`config.mk`:
```
export PLATFORM = sky130hd
export DESIGN_NAME = round_poly_engine_flat
export DESIGN_NICKNAME = d
export VERILOG_FILES = /design/src/rtl/round_poly_engine_pkg.sv /design/src/rtl/round_poly_engine_if.sv /design/src/rtl/round_poly_engine_mod3_serial.sv /design/src/rtl/round_poly_engine.sv /design/src/flat_wrapper.sv
export SDC_FILE = /design/constraint.sdc
export NUM_CORES = 1
export LEC_CHECK = 0
export ABC_AREA = 0
export CORE_MARGIN = 1.5
export CORE_UTILIZATION = 39
export DETAILED_ROUTE_END_ITERATION = 10
export PLACE_DENSITY = 0.65
export SKIP_LAST_GASP = 1
export SLEW_MARGIN = 20
export SYNTH_ARGS = -nofsm -noshare
export SYNTH_HDL_FRONTEND = slang
export SYNTH_SLANG_ARGS = --single-unit
```
`constraint.sdc`:
```
create_clock -name clk -period 4.6 [get_ports clk]
set_clock_uncertainty 0.2 [all_clocks]
set_input_delay 0.69 -clock clk [delete_from_list [all_inputs] [get_ports clk]]
set_output_delay 0.69 -clock clk [all_outputs]
set_load 0.01 [all_outputs]
```
`src/rtl/round_poly_engine_pkg.sv`:
```
// Shared constants, FSM encoding and helpers for the streaming Round() engine.
package round_poly_engine_pkg;

   localparam int unsigned W     = 13;
   localparam int unsigned Q     = 5167;
   localparam int unsigned P     = 757;
   localparam int unsigned HALFQ = (Q - 1) / 2;
   localparam int unsigned NDIG  = (W + 1) / 2;
   localparam int unsigned SHW   = 2 * NDIG;
   localparam int unsigned IDXW  = $clog2(P);
   localparam int unsigned CNTW  = $clog2(NDIG + 1);

   typedef enum logic [2:0] {
      ST_IDLE   = 3'd0,
      ST_ACCEPT = 3'd1,
      ST_CENTER = 3'd2,
      ST_MOD    = 3'd3,
      ST_ADJ    = 3'd4,
      ST_OUT    = 3'd5,
      ST_DONE   = 3'd6
   } state_t;

   // Centred coefficient held as sign + magnitude between CENTER and ADJ.
   typedef struct packed {
      logic         neg;
      logic [W-1:0] mag;
   } cent_t;

   // One base-4 digit step: 4 == 1 (mod 3), so the residue just accumulates digits.
   function automatic logic [1:0] add_mod3(input logic [1:0] r, input logic [1:0] d);
      logic [2:0] s;
      s = 3'(r) + 3'(d);
      if (s >= 3'd3) s = s - 3'd3;
      return s[1:0];
   endfunction

endpackage

```
`src/rtl/round_poly_engine_if.sv`:
```
// Coefficient input and result output streams of the Round() engine.
interface round_poly_engine_if;
   import round_poly_engine_pkg::*;

   logic            in_valid;
   logic            in_ready;
   logic [W-1:0]    in_data;
   logic            out_valid;
   logic            out_ready;
   logic [W-1:0]    out_data;
   logic [IDXW-1:0] out_idx;

   modport master (
      output in_valid, in_data, out_ready,
      input  in_ready, out_valid, out_data, out_idx
   );

   modport slave (
      input  in_valid, in_data, out_ready,
      output in_ready, out_valid, out_data, out_idx
   );
endinterface

```
`src/rtl/round_poly_engine_mod3_serial.sv`:
```
// Digit-serial mod-3 reduction: 2 bits per cycle, MSB first, NDIG cycles after load.
module mod3_serial
   import round_poly_engine_pkg::*;
(
   input  logic         clk,
   input  logic         rst_n,
   input  logic         load,
   input  logic [W-1:0] din,
   output logic         last_c,
   output logic [1:0]   r
);

   logic [SHW-1:0]  sh;
   logic [CNTW-1:0] cnt;
   logic            run;

   assign last_c = run && (cnt == CNTW'(NDIG - 1));

   always_ff @(posedge clk or negedge rst_n) begin
      if (!rst_n) begin
         sh  <= '0;
         cnt <= '0;
         run <= 1'b0;
         r   <= 2'd0;
      end else if (load) begin
         sh  <= SHW'(din);
         cnt <= '0;
         run <= 1'b1;
         r   <= 2'd0;
      end else if (run) begin
         r   <= add_mod3(r, sh[SHW-1 -: 2]);
         sh  <= sh << 2;
         cnt <= cnt + CNTW'(1);
         if (last_c) run <= 1'b0;
      end
   end

endmodule

```
`src/rtl/round_poly_engine.sv`:
```
// Streaming Round() unit: centres Fq coefficients and optionally rounds them to a multiple of 3.
module round_poly_engine
   import round_poly_engine_pkg::*;
(
   input  logic                clk,
   input  logic                rst_n,
   input  logic                start,
   input  logic                mode_round,
   input  logic                clear,
   output logic                busy,
   output logic                done,
   output logic                err_range,
   round_poly_engine_if.slave  bus
);

   state_t          state, state_n;
   logic            mode;
   logic [W-1:0]    coef;
   cent_t           cent;
   cent_t           cent_c;
   logic [IDXW-1:0] idx;
   logic            in_hs_c, out_hs_c;
   logic            mod_load_c, mod_last_c;
   logic [1:0]      mod_r;
   logic            over_c;
   logic [W-1:0]    fixed_c;
   logic [W-1:0]    adj_mag_c;
   logic [W-1:0]    result_c;

   assign in_hs_c     = bus.in_valid & bus.in_ready;
   assign out_hs_c    = bus.out_valid & bus.out_ready;
   assign bus.out_idx = idx;

   mod3_serial u_mod3 (
      .clk    (clk),
      .rst_n  (rst_n),
      .load   (mod_load_c),
      .din    (cent_c.mag),
      .last_c (mod_last_c),
      .r      (mod_r)
   );

   // Next-state logic; clear overrides every transition.
   always_comb begin
      state_n    = state;
      mod_load_c = 1'b0;
      case (state)
         ST_IDLE:   if (start) state_n = ST_ACCEPT;
         ST_ACCEPT: if (in_hs_c) state_n = ST_CENTER;
         ST_CENTER: begin
            mod_load_c = 1'b1;
            state_n    = ST_MOD;
         end
         ST_MOD:    if (mod_last_c) state_n = ST_ADJ;
         ST_ADJ:    state_n = ST_OUT;
         ST_OUT:    if (out_hs_c) state_n = (idx == IDXW'(P - 1)) ? ST_DONE : ST_ACCEPT;
         ST_DONE:   state_n = ST_IDLE;
         default:   state_n = ST_IDLE;
      endcase
      if (clear) state_n = ST_IDLE;
   end

   // Centre: one conditional subtraction of Q, then fold the upper half to negatives.
   always_comb begin
      over_c  = (coef >= W'(Q));
      fixed_c = over_c ? (coef - W'(Q)) : coef;
      if (fixed_c > W'(HALFQ)) begin
         cent_c.neg = 1'b1;
         cent_c.mag = W'(Q) - fixed_c;
      end else begin
         cent_c.neg = 1'b0;
         cent_c.mag = fixed_c;
      end
   end

   // Adjust magnitude toward the nearest multiple of 3; a zero result is never negated.
   always_comb begin
      adj_mag_c = cent.mag;
      if (mode) begin
         if (mod_r == 2'd1)      adj_mag_c = cent.mag - W'(1);
         else if (mod_r == 2'd2) adj_mag_c = cent.mag + W'(1);
      end
      result_c = (cent.neg && (adj_mag_c != '0)) ? (W'(0) - adj_mag_c) : adj_mag_c;
   end

   always_ff @(posedge clk or negedge rst_n) begin
      if (!rst_n) begin
         state         <= ST_IDLE;
         bus.in_ready  <= 1'b0;
         bus.out_valid <= 1'b0;
         busy          <= 1'b0;
         done          <= 1'b0;
      end else begin
         state         <= state_n;
         bus.in_ready  <= (state_n == ST_ACCEPT);
         bus.out_valid <= (state_n == ST_OUT);
         busy          <= (state_n inside {ST_ACCEPT, ST_CENTER, ST_MOD, ST_ADJ, ST_OUT});
         done          <= (state_n == ST_DONE);
      end
   end

   // Datapath registers and frame bookkeeping.
   always_ff @(posedge clk or negedge rst_n) begin
      if (!rst_n) begin
         mode         <= 1'b0;
         coef         <= '0;
         cent         <= '0;
         idx          <= '0;
         err_range    <= 1'b0;
         bus.out_data <= '0;
      end else begin
         if ((state == ST_IDLE) && start && !clear) begin
            mode      <= mode_round;
            idx       <= '0;
            err_range <= 1'b0;
         end
         if ((state == ST_ACCEPT) && in_hs_c) coef <= bus.in_data;
         if (state == ST_CENTER) begin
            cent <= cent_c;
            if (over_c) err_range <= 1'b1;
         end
         if (state == ST_ADJ) bus.out_data <= result_c;
         if ((state == ST_OUT) && out_hs_c && (idx != IDXW'(P - 1))) idx <= idx + IDXW'(1);
      end
   end

endmodule

```
`src/flat_wrapper.sv`:
```
// flat-port wrapper written by rule: the top's interface ports become plain ports
module round_poly_engine_flat import round_poly_engine_pkg::*;
  (clk, rst_n, start, mode_round, clear, busy, done, err_range, bus_in_valid, bus_in_data, bus_out_ready, bus_in_ready, bus_out_valid, bus_out_data, bus_out_idx);
  round_poly_engine_if bus_i ();
  input  logic clk;
  input  logic rst_n;
  input  logic start;
  input  logic mode_round;
  input  logic clear;
  output logic busy;
  output logic done;
  output logic err_range;
  input wire logic [$bits(bus_i.in_valid)-1:0] bus_in_valid;
  input wire logic [$bits(bus_i.in_data)-1:0] bus_in_data;
  input wire logic [$bits(bus_i.out_ready)-1:0] bus_out_ready;
  output wire logic [$bits(bus_i.in_ready)-1:0] bus_in_ready;
  output wire logic [$bits(bus_i.out_valid)-1:0] bus_out_valid;
  output wire logic [$bits(bus_i.out_data)-1:0] bus_out_data;
  output wire logic [$bits(bus_i.out_idx)-1:0] bus_out_idx;
  assign bus_i.in_valid = bus_in_valid;
  assign bus_i.in_data = bus_in_data;
  assign bus_i.out_ready = bus_out_ready;
  assign bus_in_ready = bus_i.in_ready;
  assign bus_out_valid = bus_i.out_valid;
  assign bus_out_data = bus_i.out_data;
  assign bus_out_idx = bus_i.out_idx;
  round_poly_engine u_core (.clk(clk), .rst_n(rst_n), .start(start), .mode_round(mode_round), .clear(clear), .busy(busy), .done(done), .err_range(err_range), .bus(bus_i));
endmodule
```
==> metrics.txt <==
Post-synth top flop=dfrtp_1; RSZ-0062 raised after global routing=no; Core Util, Final=0.462; dpl hpwl=8730 um; core box area=0.0131 mm^2; CP bufs+invs=0; Ys Warns=0; Setup TNS=0 ns; WL per Instance=14.8 um; input/output buffers=47; Syn Nets=622; status=finished, final reports clean; # IOs=48; Overflow after GRT=0; CTS buffer count=9; largest net degree at the start of global routing=80; die area=0.0141 mm^2; critical path required time=4.59 ns; period utilization=0.769; final setup violation count=0; total number of cells along the worst setup path=10; CP top delay family=compound AO/OA/AOI/OAI gates; clock-pin slew on the worst setup and hold paths=0.06 ns; All-Layer GR Usage=0.175; critical path class=reg -> reg; first-pass GRT wire length=20,100 um; layout filler cell count=1,289; Die X=119 um; ratio of cells with drive above 1 in the final layout=0.0851; max cap viols=0; post-CTS setup buffers=0; Max VDD drop=296 uV; final worst setup slack=1.06 ns; CTS H-Tree Depth=3; R2R setup slack=1.06 ns; Clock Root Buffer=clkbuf_16; Hold Buf Count CTS=0; Seq/Total Area, Yosys=0.378; Final Max Slew Viols=0; Cell variety after synth=71; register area=0.00198 mm^2; Yosys reg bits=79; Post-synth ARST share=1.00; area taken by multi-input logic gates=0.00301 mm^2; nets=650; Post-Place Setup Slack=1.14 ns; Final Hold Viols=0; Vias/cell=5.59; CTS resizes=0; Mean Syn Cell Area=8.86 um^2; Starting Density=0.398; worst min-delay path class=in -> async; most numerous cell on the critical path=a21oi_1; detailed-route DRC error count=0; Area Overhead vs Synth=16.1%; slowest cell on the critical path=or4_1; ANT cells=0; Reg-to-Reg End=u_core.u_mod3.sh[7]$_DFFE_PN0P_; cells along the critical path=or4_1, a211oi_1, a21oi_1, a31oi_1, ha_1, and3_1, and4_1, a21boi_0, a311oi_1, a21oi_1; relative slew slack=0.381; detailed-route via count=4,468; Critical Path End Type=flop; leak pwr=0.00248 uW; die height=119 um; post-detailed-routing wire length=11,900 um; hold_ws=0.190 ns; number of global-route vias before repair=4,284; Power Density=586 mW/mm^2; Iter 0 DRT Violations=223; Pre-antenna DRT Iters=5; critical path launch point type=flop; RR Startpoint=u_core.coef[9]$_DFFE_PN0P_; Clock Path Buffers=2; CTS tree=done; antenna violations before repair=0; number of synthesized flops with an enable pin=0; Synth Instances=590; Slew @ Worst Pin=0.928 ns; crit path max fanout=5; placed instance count=783; Antenna Nets Post-Route=0; Worst path max stage delay=0.63 ns; # clock sinks=79; routability cong.=0.963; Fmax=283 MHz; row count=42; Synth Cell Area=0.00523 mm^2; Worst-Skew Late Latency=0.34 ns; path depth of the worst reg2reg path=10; Layout Cells excl Fill=799; post-route minimum period=3.54 ns; Arr. time, crit path=3.53 ns
==> flip-flops by register name (all words and copies together) (netlist names), 2 cells and up <==
register,flops
u_core.cent,14
u_core.u_mod3.sh,14
u_core.bus.out_data,13
u_core.coef,13
u_core.bus.out_idx,10
u_core.state,3
u_core.u_mod3.cnt,3
u_core.u_mod3.r,2
==> area by class of cell <==
class                           instances  share of cell area
Clock buffer                           10              0.0394
Clock inverter                          6              0.0113
Inverter                               20              0.0124
Multi-Input combinational cell        459               0.495
Sequential cell                        79               0.326
Tap cell                              176              0.0363
Timing Repair Buffer                   49              0.0802
==> synth_stat cells, types with 3 or more instances <==
cell | number | share of area
dfrtp_1 | 79 | 0.38
nand2_1 | 69 | 0.050
o21ai_0 | 46 | 0.044
nor2_1 | 42 | 0.030
a21oi_1 | 24 | 0.023
clkbuf_1 | 24 | 0.017
nand3_1 | 22 | 0.021
xnor2_1 | 21 | 0.035
inv_1 | 19 | 0.014
mux2_2 | 17 | 0.037
mux2i_1 | 17 | 0.033
nor3_1 | 17 | 0.016
o211ai_1 | 12 | 0.017
ha_1 | 11 | 0.026
nand4_1 | 11 | 0.013
a211oi_1 | 9 | 0.013
nand2b_1 | 9 | 0.011
o31ai_1 | 9 | 0.013
or3_1 | 9 | 0.011
a31oi_1 | 8 | 0.0096
and3_1 | 8 | 0.0096
xor2_1 | 8 | 0.013
a211o_1 | 6 | 0.010
a21o_1 | 6 | 0.0086
and2_1 | 5 | 0.0060
nand3b_1 | 5 | 0.0072
nor2b_1 | 5 | 0.0060
or2_2 | 4 | 0.0048
or4_1 | 4 | 0.0057
a22o_1 | 3 | 0.0050
and3b_1 | 3 | 0.0050
clkbuf_8 | 3 | 0.0079
nor4b_1 | 3 | 0.0050
o21a_1 | 3 | 0.0043
o41ai_1 | 3 | 0.0050
==> cell usage in the layout, fill, tap and decap left out, types with 9 or more instances in the layout <==
master,n
xnor2_1,21
a21oi_1,24
mux2_2,17
dfrtp_1,79
nand3_1,22
nor3_1,17
a211oi_1,9
nor2_1,42
clkbuf_16,9
mux2i_1,17
inv_1,19
nand2_1,69
clkdlybuf4s50_1,46
o21ai_0,46
nand4_1,11
o211ai_1,12
or3_1,9
o31ai_1,9
nand2b_1,9
ha_1,11
==> power by group <==
group	total, uW	switching (uW)	leakage, uW	internal (uW)
logic	1600	892	0.00131	711
clock network	730	292	0.000143	438
registers	1220	340	0.00103	882
==> how the worst max path moves through the flow <==
stage	start	to	slack [ns]
2_1_floorplan	u_core.coef[7]$_DFFE_PN0P_	u_core.cent[6]$_DFFE_PN0P_	1.48
3_3_place_gp	u_core.coef[7]$_DFFE_PN0P_	u_core.u_mod3.sh[6]$_DFFE_PN0P_	1.25
3_5_place_dp	u_core.coef[7]$_DFFE_PN0P_	u_core.u_mod3.sh[7]$_DFFE_PN0P_	1.14
4_1_cts	u_core.coef[7]$_DFFE_PN0P_	u_core.u_mod3.sh[7]$_DFFE_PN0P_	1.09
5_1_grt	u_core.coef[8]$_DFFE_PN0P_	u_core.u_mod3.sh[6]$_DFFE_PN0P_	0.82
6_report	u_core.coef[9]$_DFFE_PN0P_	u_core.u_mod3.sh[7]$_DFFE_PN0P_	1.06
==> through the flow <==
step	area (um^2)	total power, uW
2_1_floorplan	5230	2510
3_3_place_gp	5760	2760
3_5_place_dp	5760	2820
4_1_cts	6070	3570
5_1_grt	6070	3860
6_report	6070	3560
==> metal layers <==
metal	vias to the layer above	part of all wire	track usage
met5	-	0	0
met4	0	0.030	0.0745
met3	33	0.041	0.0343
met2	133	0.46	0.285
met1	2088	0.47	0.226
li1	2214	-	-
==> kinds of logic (layout without fill, tap and decap cells) <==
group / count (synthesis) / count (layout) / synth area share
muxes: 34 / 34 / 0.0692
xor gates and xnor gates: 30 / 30 / 0.0517
adders and majority gates: 12 / 12 / 0.0302
and+or+nand+nor: 229 / 229 / 0.223
DFF: 79 / 79 / 0.378
AOI/OAI and AO/OA: 154 / 154 / 0.199
buffers and inverters: 52 / 85 / 0.0483
(Power assumes the default switching activity.)
